<file path="src/rtl/req_grant_arbiter.sv">
// Round-robin request/grant arbiter: a winner is latched one edge after its request is
// sampled and granted on the following edge, with the grant held up to MAX_HOLD cycles.
module req_grant_arbiter #(
    parameter int unsigned N        = 4,
    parameter int unsigned MAX_HOLD = 8,
    parameter int unsigned IDW      = $clog2(N)
) (
    input  logic           clk,
    input  logic           rst_n,
    input  logic [N-1:0]   req,
    output logic [N-1:0]   gnt,
    output logic [IDW-1:0] gnt_id,
    output logic           gnt_vld,
    output logic           busy,
    output logic           hold_timeout
);

    typedef enum logic [1:0] {StIdle, StPend, StGrant} state_e;

    state_e         r_state, w_state_d;
    logic [N-1:0]   r_gnt, w_gnt_d;
    logic [IDW-1:0] r_gnt_id, w_gnt_id_d;
    logic [IDW-1:0] r_ptr, w_ptr_d;
    logic           r_vld, w_vld_d;
    logic           r_to, w_to_d;
    logic [7:0]     r_hold, w_hold_d;
    logic [IDW-1:0] w_win;
    logic           w_found;
    logic [IDW-1:0] w_next_ptr;
    logic [N-1:0]   w_onehot;

    function automatic logic [IDW-1:0] wrap_add(input logic [IDW-1:0] a, input int unsigned b);
        int unsigned s;
        s = (32'(a) + b) % N;
        return IDW'(s);
    endfunction

    // First requester at or above the priority pointer, wrapping N-1 -> 0.
    always_comb begin
        w_win   = r_ptr;
        w_found = 1'b0;
        for (int unsigned i = 0; i < N; i++) begin
            if (!w_found && req[wrap_add(r_ptr, i)]) begin
                w_found = 1'b1;
                w_win   = wrap_add(r_ptr, i);
            end
        end
    end

    assign w_next_ptr = wrap_add(r_gnt_id, 1);
    assign w_onehot   = {{(N-1){1'b0}}, 1'b1} << r_gnt_id;

    always_comb begin
        w_state_d  = r_state;
        w_gnt_d    = r_gnt;
        w_gnt_id_d = r_gnt_id;
        w_ptr_d    = r_ptr;
        w_vld_d    = r_vld;
        w_to_d     = 1'b0;
        w_hold_d   = r_hold;
        unique case (r_state)
            StIdle: begin
                if (w_found) begin
                    w_gnt_id_d = w_win;
                    w_state_d  = StPend;
                end
            end
            StPend: begin
                if (req[r_gnt_id]) begin
                    w_gnt_d   = w_onehot;
                    w_vld_d   = 1'b1;
                    w_hold_d  = 8'd1;
                    w_state_d = StGrant;
                end else begin
                    w_state_d = StIdle;
                end
            end
            StGrant: begin
                // Release and timeout both rotate priority past the current winner.
                if (!req[r_gnt_id] || r_hold == 8'(MAX_HOLD)) begin
                    w_gnt_d   = '0;
                    w_vld_d   = 1'b0;
                    w_ptr_d   = w_next_ptr;
                    w_to_d    = req[r_gnt_id];
                    w_state_d = StIdle;
                end else if (r_hold != 8'hff) begin
                    w_hold_d = r_hold + 8'd1;
                end
            end
            default: w_state_d = StIdle;
        endcase
    end

    always_ff @(posedge clk or negedge rst_n) begin
        if (!rst_n) begin
            r_state  <= StIdle;
            r_gnt    <= '0;
            r_gnt_id <= '0;
            r_ptr    <= '0;
            r_vld    <= 1'b0;
            r_to     <= 1'b0;
            r_hold   <= 8'd0;
        end else begin
            r_state  <= w_state_d;
            r_gnt    <= w_gnt_d;
            r_gnt_id <= w_gnt_id_d;
            r_ptr    <= w_ptr_d;
            r_vld    <= w_vld_d;
            r_to     <= w_to_d;
            r_hold   <= w_hold_d;
        end
    end

    assign gnt          = r_gnt;
    assign gnt_id       = r_gnt_id;
    assign gnt_vld      = r_vld;
    assign busy         = (r_state != StIdle);
    assign hold_timeout = r_to;

endmodule
</file>
<file path="config.mk">
export PLATFORM = sky130hd
export DESIGN_NAME = req_grant_arbiter
export DESIGN_NICKNAME = d
export VERILOG_FILES = /design/src/rtl/req_grant_arbiter.sv
export SDC_FILE = /design/constraint.sdc
export NUM_CORES = 1
export LEC_CHECK = 0
export CAP_MARGIN = 20
export CORE_MARGIN = 3
export CORE_UTILIZATION = 28
export DETAILED_ROUTE_END_ITERATION = 6
export GPL_ROUTABILITY_DRIVEN = 0
export SLEW_MARGIN = 5
export SYNTH_ARGS = -nofsm -noshare
export SYNTH_HDL_FRONTEND = slang
export SYNTH_SLANG_ARGS = --single-unit
</file>
<file path="constraint.sdc">
create_clock -name clk -period 2.4 [get_ports clk]
set_input_delay 0.6 -clock clk [delete_from_list [all_inputs] [get_ports clk]]
set_output_delay 0.6 -clock clk [all_outputs]
set_load 0.03 [all_outputs]
</file>
======== Word level (Yosys, flattened, before mapping) ========
Cells that the tools add are included.
operators by class
  shift-type cells ........................ 1
  multiplexer cells ....................... 33
  reduce and logical (&&, ||, !) cells .... 16
  $add $sub $neg .......................... 5
  order comparisons ....................... 5
  eq/ne operators ......................... 9
operators by type and width
  kind                   number
  $mux W8                3
  $pmux W8 S2            1
  $lt A2 B3 Y1 const B   5
  $mux W1                13
  $mux W2                6
  $bmux W1 S2            5
  $ne A2 B2 Y1 const B   5
  $add A8 B1 Y8 const B  1
  $eq A8 B4 Y1 const B   1
  $mux W4                2
  $ne A8 B8 Y1 const B   1
  $pmux W4 S2            1
  $pmux W2 S3            1
  $reduce_and A2 Y1      3
  $add A2 B1 Y2 const B  2
  $add A2 B2 Y2 const B  2
  $logic_not A1 Y1       4
  $reduce_and A4 Y1      1
  $reduce_bool A2 Y1     2
  $shl A1 B2 Y4 const A  1
  $logic_and A1 B1 Y1    3
  $reduce_and A3 Y1      1
  $eq A2 B1 Y1 const B   1
  $eq A2 B2 Y1 const B   1
  3 further kinds        3
word-level totals
  logic and storage cells ................. 76
  bits in registers ....................... 20
  bits of input ports ..................... 6

======== Longest topological paths before layout ========
Gate-level depths: netlist (run 1).
  depth after elaboration ................. 14
  depth in mapped cells ................... 7
  mapped depth without buffers ............ 7

======== Worst setup path before layout (run 1) ========
No wires, ideal clock.
  path kind ............................... register to register
  from .................................... reg r_gnt_id[0], in the netlist gnt_id[0]
  to ...................................... reg r_gnt[0], in the netlist gnt[0]
  period minus slack after synthesis ...... 1969 ps
  cell stages (with the launch flop) ...... 6
  path buffers ............................ 1
  arrival time ............................ 1903 ps
  library setup time ...................... 66 ps
  setup slack ............................. 431 ps
  cell sequence ........................... dfrtp_1 > mux4_2 > and2_1 > buf_2 > a21oi_1 > a22o_1
on the way
  longest elaborated chain between the ends .. 6
  elaborated cells on any way between the ends .. 10
  classes of those cells .................. eq/ne (2); shift (1); mux (4); reduce/logical (3)
RTL lines
  element                        line    text
  start: declaration             22      logic [IDW-1:0] r_gnt_id, w_gnt_id_d;
  start signal: assignment       106     r_gnt_id <= w_gnt_id_d;
  $bmux W1 S2                    69, 80
  $mux W1 (not written as such)  69, 80
  $logic_not A1 Y1               80      if (!req[r_gnt_id] || r_hold == 8'(MAX_HOLD)) begin
  $logic_or A1 B1 Y1             80
  $ne A2 B2 Y1 (no line)         n/a
  $reduce_and A3 Y1 (no line)    n/a
  end signal: assignment         105     r_gnt <= w_gnt_d;
  end: declaration               21      logic [N-1:0] r_gnt, w_gnt_d;
Several ways; a longest one is shown, not always the timed one. The select of a mux whose other input is x is not followed.
A chain may end at the register's enable or synchronous reset.

======== Worst setup path in the final report (run 1) ========
  from .................................... reg r_state[0]
  to ...................................... out busy
on the way
  longest elaborated chain between the ends .. 1
RTL lines
  element                   line  text
  start: declaration        20    state_e r_state, w_state_d;
  start signal: assignment  96    r_state <= StIdle;
  start signal: assignment  104   r_state <= w_state_d;
  $reduce_bool A2 Y1        117   assign busy = (r_state != StIdle);
  end: declaration          14    output logic busy,
Every way passes these cells.

==> out/metrics.yaml, run 1 <==
post-synth-top-count-cell: "dfrtp_1"
die_width_microns: 70.74
critPathMaxFanout: 6
peakVddDrop_v: 0.0004788
clkLatencyLatePin_ns: 0.26
synth_ff_type: "dfrtp_1"
start_util_pct: 30.45
place.port_buffers: 14
max_slew_margin_pct: 61.21
cts.sinks: 20
synth_nets: 124
cts_tree: "done"
async_flop_share_pct: 100.0
track_usage_pct: 11.19
dieArea_sq_um: 5004
pwr-share-comb_pct: 51.7
place_hpwl_microns: 1934
drtIter0Drc: 170
p_int_mw: 0.9172
ys_seq_elements: 20
wl_met3_microns: 118
p_seq_share_pct: 34.7
yosysSeqAreaShare_pct: 42.64
wl_per_cell_microns: 14.43
core_area_sq_um: 3854
syn_area_sq_um: 1174
start_kind: "flop"
synth_xor_area_share_pct: 0.7463
fin_crit_sh_pct: 92.17
outcome: "completed"
powerDensity_nw_per_um2: 1116
synth_top_family_by_area: "compound AO/OA/AOI/OAI gates"
fin_cells: 181
drc: 0
critical-path-top-delay-family: "buffers and inverters"
diodes: 0
rsz0062_at_grt: "false"
arrival_ns: 1.61
cts_hold_buf: 0
syn_to_final_growth_pct: 23.56
fin_tns_setup_ns: 0
drive_gt1_share_pct: 14.29
fill_cells: 396
ys_types: 36
hold_viol: 0
place_inst: 178
ys_warn_count: 0
synth_edf_count: 0
critPathMaxStageDelay_ns: 0.60
highest_layer: "met4"
yosys.area.top_type: "dfrtp_1"
clk_pin_slew_ns: 0.07
cts_htree_levels: 1
cts_resized: 0
swShare_pct: 43.35
row_count: 22
clk_path_buf_depth: 2
critical_path_class: "flop to output pin"
ant_nets: 0
final.min_clock_period_ns: 2.212
dr.pass1.iters: 5
synth_fa_ha_area_share_pct: 6.397
route.met2.wl_microns: 1251
clockPowerShare_pct: 13.6
pin_count: 15
postCtsSetupBuffers: 0
crit_chain: "or2_2, clkdlybuf4s50_1"
cp.required_ns: 1.80
synth_common_cells: "dfrtp_1 (20), inv_1 (8), a21oi_1 (7), ha_1 (6), nand3_1 (6)"
synth_top_area_share_pct: 42.64
r2r-start: "r_hold[0]"
num_vias: 972
cts_made_buffers: 3
finClkSkew_ns: 0.003826
avgViaCountPerCell: 5.370
die_h_microns: 70.74
syn-mean-instance-area_sq_um: 10.48
p_leak_nw: 0.6315
grt_pass1_wl_microns: 4526
p_switching_mw: 0.7017
fmax_mhz: 452.1
wl_met1_microns: 1198
cp_slowest_cell: "clkdlybuf4s50_1"
grt_max_degree: 21
synth_area_leaders: "dfrtp_1 (43%), ha_1 (6.4%), a22o_1 (3.7%)"
synth_compound_area_share_pct: 20.68
cp-end-kind: "output pin"
netlist_instances: 112
synthSimpleGateAreaFrac_pct: 20.04
slew_violations: 0
crit_buf_inv: 1
worstHoldStart: "gnt_vld"
worst_pin_slew_ns: 0.5774
first_global_vias: 999
hp-class: "flop to flop"
drv_cap: 0
crit_start: "r_state[0]"
setup_viol: 0
antenna_found_initial: 0
wl_microns: 2612
grt-ovfl-total: 0
clockRootBuffer: "clkbuf_8"
fin_nets: 147
synth.area.mux_share_pct: 5.757
[metrics by stage]
step / hold slack, ns / setup WS (ns) / utilization, % / power (mW) / area, sq um
final: 0.4888 / 0.1879 / 37.63 / 1.619 / 1450
after floorplan: 0.3044 / 0.4314 / - / 1.128 / 1174
after CTS: 0.4957 / 0.1674 / 37.63 / 1.638 / 1450
after global routing: 0.5255 / 0.1144 / 37.63 / 1.761 / 1450
after detailed placement: 0.4785 / -0.0006974 / 36.56 / 1.406 / 1409
after global placement: 0.4937 / 0.09375 / 36.56 / 1.390 / 1409
[placed cells by master, fill, tap and decap left out, types with 2 or more instances in the layout]
cell type,count
o311ai_0,2
or4b_4,2
nor2b_1,4
nand4_1,2
o221ai_1,2
nor3_1,2
inv_1,8
or4_1,2
nand2b_1,4
ha_1,6
o31ai_1,4
clkbuf_8,3
a22o_1,5
clkdlybuf4s50_1,14
and3_1,3
nor4_1,2
dfrtp_1,20
nand2_1,4
nand3_1,6
nor2_1,5
a21oi_1,7
mux2i_1,3
o21ai_0,3
buf_4,6
[cell families after synthesis]
family / after synthesis
AOI/OAI and AO/OA: 29
xor gates and xnor gates: 1
adders and majority gates: 6
buffers and inverters: 11
DFF: 20
muxes: 5
and+or+nand+nor: 40
[worst paths after layout]
| path | endpoint | slack [ns] | depth (start not counted) |
|---|---|---|---|
| min in group asynchronous | r_hold[7] | 0.69 | 2 |
| max reg2reg | r_ptr[1] | 0.32 | 6 |
| min | gnt_vld | 0.49 | 1 |
| max in group asynchronous | gnt_id[0] | 1.50 | 2 |
| max | busy | 0.19 | 2 |
| min reg2reg | gnt_vld | 0.49 | 1 |
[power groups by stage]
stage | registers [mW] | logic (mW) | clock network, mW
final | 0.562 | 0.837 | 0.220
after global routing | 0.582 | 0.932 | 0.247
after CTS | 0.561 | 0.846 | 0.231
after detailed placement | 0.565 | 0.842 | 0
after global placement | 0.565 | 0.825 | 0
after floorplan | 0.627 | 0.501 | 0
[cell type report]
class / instances / area, sq um / area share (%)
well taps: 48 / 60.06 / 4.142
repair buffers: 20 / 185.2 / 12.77
inverters: 9 / 33.78 / 2.330
multi-input cells: 81 / 629.4 / 43.40
clock buffers: 3 / 41.29 / 2.847
flip-flops and latches: 20 / 500.5 / 34.51
[routing by layer]
| metal | vias up | track usage (%) |
|---|---|---|
| met5 | - | 0 |
| met4 | 0 | 4.802 |
| met3 | 5 | 1.847 |
| met2 | 33 | 18.23 |
| met1 | 474 | 14.63 |
| li1 | 460 | - |
[sequential cells by signal, indices dropped and copies added, names as in the netlist]
name / flops
r_hold: 8
gnt: 4
gnt_id: 2
r_ptr: 2
r_state: 2
gnt_vld: 1
hold_timeout: 1
(Power assumes the default switching activity.)
==> run 2, diff against run 1 <==
PLACE_DENSITY = 0.46   (was not set)
==> out/metrics.yaml, run 2 (synthesis gave the netlist of run 1 again) <==
cp-end-kind: "output pin"  # unchanged
cp.required_ns: 1.80  # about the same
rsz0062_at_grt: "false"  # unchanged
place.port_buffers: 14  # unchanged
clk_path_buf_depth: 2  # unchanged
final_common_cell: "dfrtp_1"  # unchanged
fill_cells: 386  # was 396
final.min_clock_period_ns: 2.218  # was 2.212 ns
place_hpwl_microns: 2062  # was 1934 microns
swShare_pct: 42.88  # was 43.35%
p_switching_mw: 0.7201  # was 0.7017 mW
place_inst: 179  # was 178
clk_pin_slew_ns: 0.07  # about the same
drc: 0  # unchanged
first_global_vias: 955  # was 999
slew_violations: 0  # unchanged
p_seq_share_pct: 33.7  # was 34.7%
critical-path-top-delay-family: "buffers and inverters"  # unchanged
grt_pass1_wl_microns: 4698  # was 4526 microns
wl_per_cell_microns: 14.90  # was 14.43 microns
cts_resized: 0  # unchanged
powerDensity_nw_per_um2: 1141  # was 1116 nW/um^2
start_kind: "flop"  # unchanged
postCtsSetupBuffers: 0  # unchanged
critPathMaxFanout: 6  # unchanged
cts_htree_levels: 1  # unchanged
setup_slack_ns: 0.1818  # was 0.1879 ns
stdcell_area_sq_um: 1471  # was 1450 sq um
max_slew_margin_pct: 58.92  # was 61.21%
fin_cells: 183  # was 181
critical_path_class: "flop to output pin"  # unchanged
drive_gt1_share_pct: 15.56  # was 14.29%
outcome: "completed"  # unchanged
grt-ovfl-total: 0  # unchanged
dieArea_sq_um: 5004  # unchanged
worst_pin_slew_ns: 0.6115  # was 0.5774 ns
pin_count: 15  # unchanged
crit_chain: "or2_2, clkdlybuf4s50_1"  # unchanged
p_leak_nw: 0.6440  # was 0.6315 nW
cts_hold_buf: 0  # unchanged
antenna_found_initial: 0  # unchanged
cts_tree: "done"  # unchanged
fin_nets: 148  # was 147
syn_to_final_growth_pct: 25.37  # was 23.56%
fmax_mhz: 450.8  # was 452.1 MHz
clockRootBuffer: "clkbuf_8"  # unchanged
place_area_sq_um: 1416  # was 1409 sq um
setup_viol: 0  # unchanged
arrival_ns: 1.62  # was 1.61 ns
largest-register: "r_hold"  # unchanged
cp_slowest_cell: "clkdlybuf4s50_1"  # unchanged
row_count: 22  # unchanged
ant_nets: 0  # unchanged
dr.pass1.iters: 4  # was 5
critPathMaxStageDelay_ns: 0.60  # about the same
drtIter0Drc: 52  # was 170
grt_max_degree: 21  # unchanged
avgViaCountPerCell: 5.262  # was 5.370
start_util_pct: 30.45  # unchanged
cts_made_buffers: 3  # unchanged
pwr-share-comb_pct: 50.9  # was 51.7%
num_vias: 963  # was 972
die_width_microns: 70.74  # unchanged
crit_buf_inv: 1  # unchanged
track_usage_pct: 11.51  # was 11.19%
clockPowerShare_pct: 15.5  # was 13.6%
core_area_sq_um: 3854  # unchanged
die_h_microns: 70.74  # unchanged
hold_viol: 0  # unchanged
diodes: 0  # unchanged
clkLatencyLatePin_ns: 0.26  # about the same
fin_crit_sh_pct: 92.43  # was 92.17%
cts.sinks: 20  # unchanged
largest_reg_flops: 8  # unchanged
layout_common_cells: "dfrtp_1 (20), clkdlybuf4s50_1 (14), inv_1 (8), a21oi_1 (7), buf_4 (7)"  # was dfrtp_1 (20), clkdlybuf4s50_1 (14), inv_1 (8), a21oi_1 (7)
p_int_mw: 0.9591  # was 0.9172 mW
drv_cap: 0  # unchanged
place_ws_ns: 0.002120  # was -0.0006974 ns
finClkSkew_ns: 0.004602  # was 0.003826 ns
peakVddDrop_v: 0.0004361  # was 0.0004788 V
wl_microns: 2726  # was 2612 microns
fin_tns_setup_ns: 0  # unchanged
hp-class: "flop to flop"  # unchanged
[run 2: cell types whose count changed in the layout (fill, tap and decap cells not counted), sizes merged]
cell and change:
buf +1, clkbuf +1
[run 2: worst reg2reg max path: cells and delay by family (launching register included)]
| family | cells | cell delay (ns) |
|---|---|---|
| AOI/OAI and AO/OA | 1 | 0.32 |
| adders and majority gates | 1 | 0.16 |
| buffers and inverters | 1 | 0.10 |
| DFF | 1 | 0.39 |
| muxes | 1 | 0.32 |
| and+or+nand+nor | 2 | 0.66 |
[run 2: layout make-up]
type	instances	area, sq um	area share, %
multi-input combinational	81	629.4	42.77
sequential	20	500.5	34.01
timing repair buffer	21	192.7	13.10
tap	48	60.06	4.082
clock buffer	4	55.05	3.741
inverter	9	33.78	2.296
[run 2: final timing paths]
path | from | end | slack (ns) | cells past startpoint
setup / recovery | r_state[0] | busy | 0.18 | 2
min in group asynchronous | rst_n | r_hold[1] | 0.68 | 2
hold / removal | gnt_vld | gnt_vld | 0.50 | 1
max in group asynchronous | rst_n | r_ptr[0] | 1.51 | 2
setup reg to reg | r_hold[0] | r_ptr[1] | 0.33 | 6
hold reg to reg | gnt_vld | gnt_vld | 0.50 | 1
[run 2: metrics by stage]
stage          util (%)  hold slack (ns)  total power [mW]
6_report          38.18           0.5044             1.679
5_1_grt           38.18           0.5364             1.813
4_1_cts           38.18           0.5082             1.704
3_5_place_dp      36.75           0.4759             1.429
3_3_place_gp      36.75           0.4883             1.422
2_1_floorplan         -           0.3044             1.128
[run 2: layer usage]
| layer | vias up | track usage, % | routed length, microns |
|---|---|---|---|
| met3 | 5 | 2.131 | 95 |
| met1 | 474 | 17.50 | 1383 |
| met4 | 0 | 3.132 | 31 |
| met2 | 19 | 16.58 | 1216 |
| met5 | - | 0 | 0 |
| li1 | 465 | - | - |
[run 2: power groups by stage]
stage	Sequential, mW	Combinational (mW)	Clock (mW)
after floorplan	0.627	0.501	0
after detailed placement	0.571	0.858	0
final	0.566	0.854	0.260
after global placement	0.569	0.853	0
after global routing	0.587	0.940	0.286
after CTS	0.566	0.864	0.274
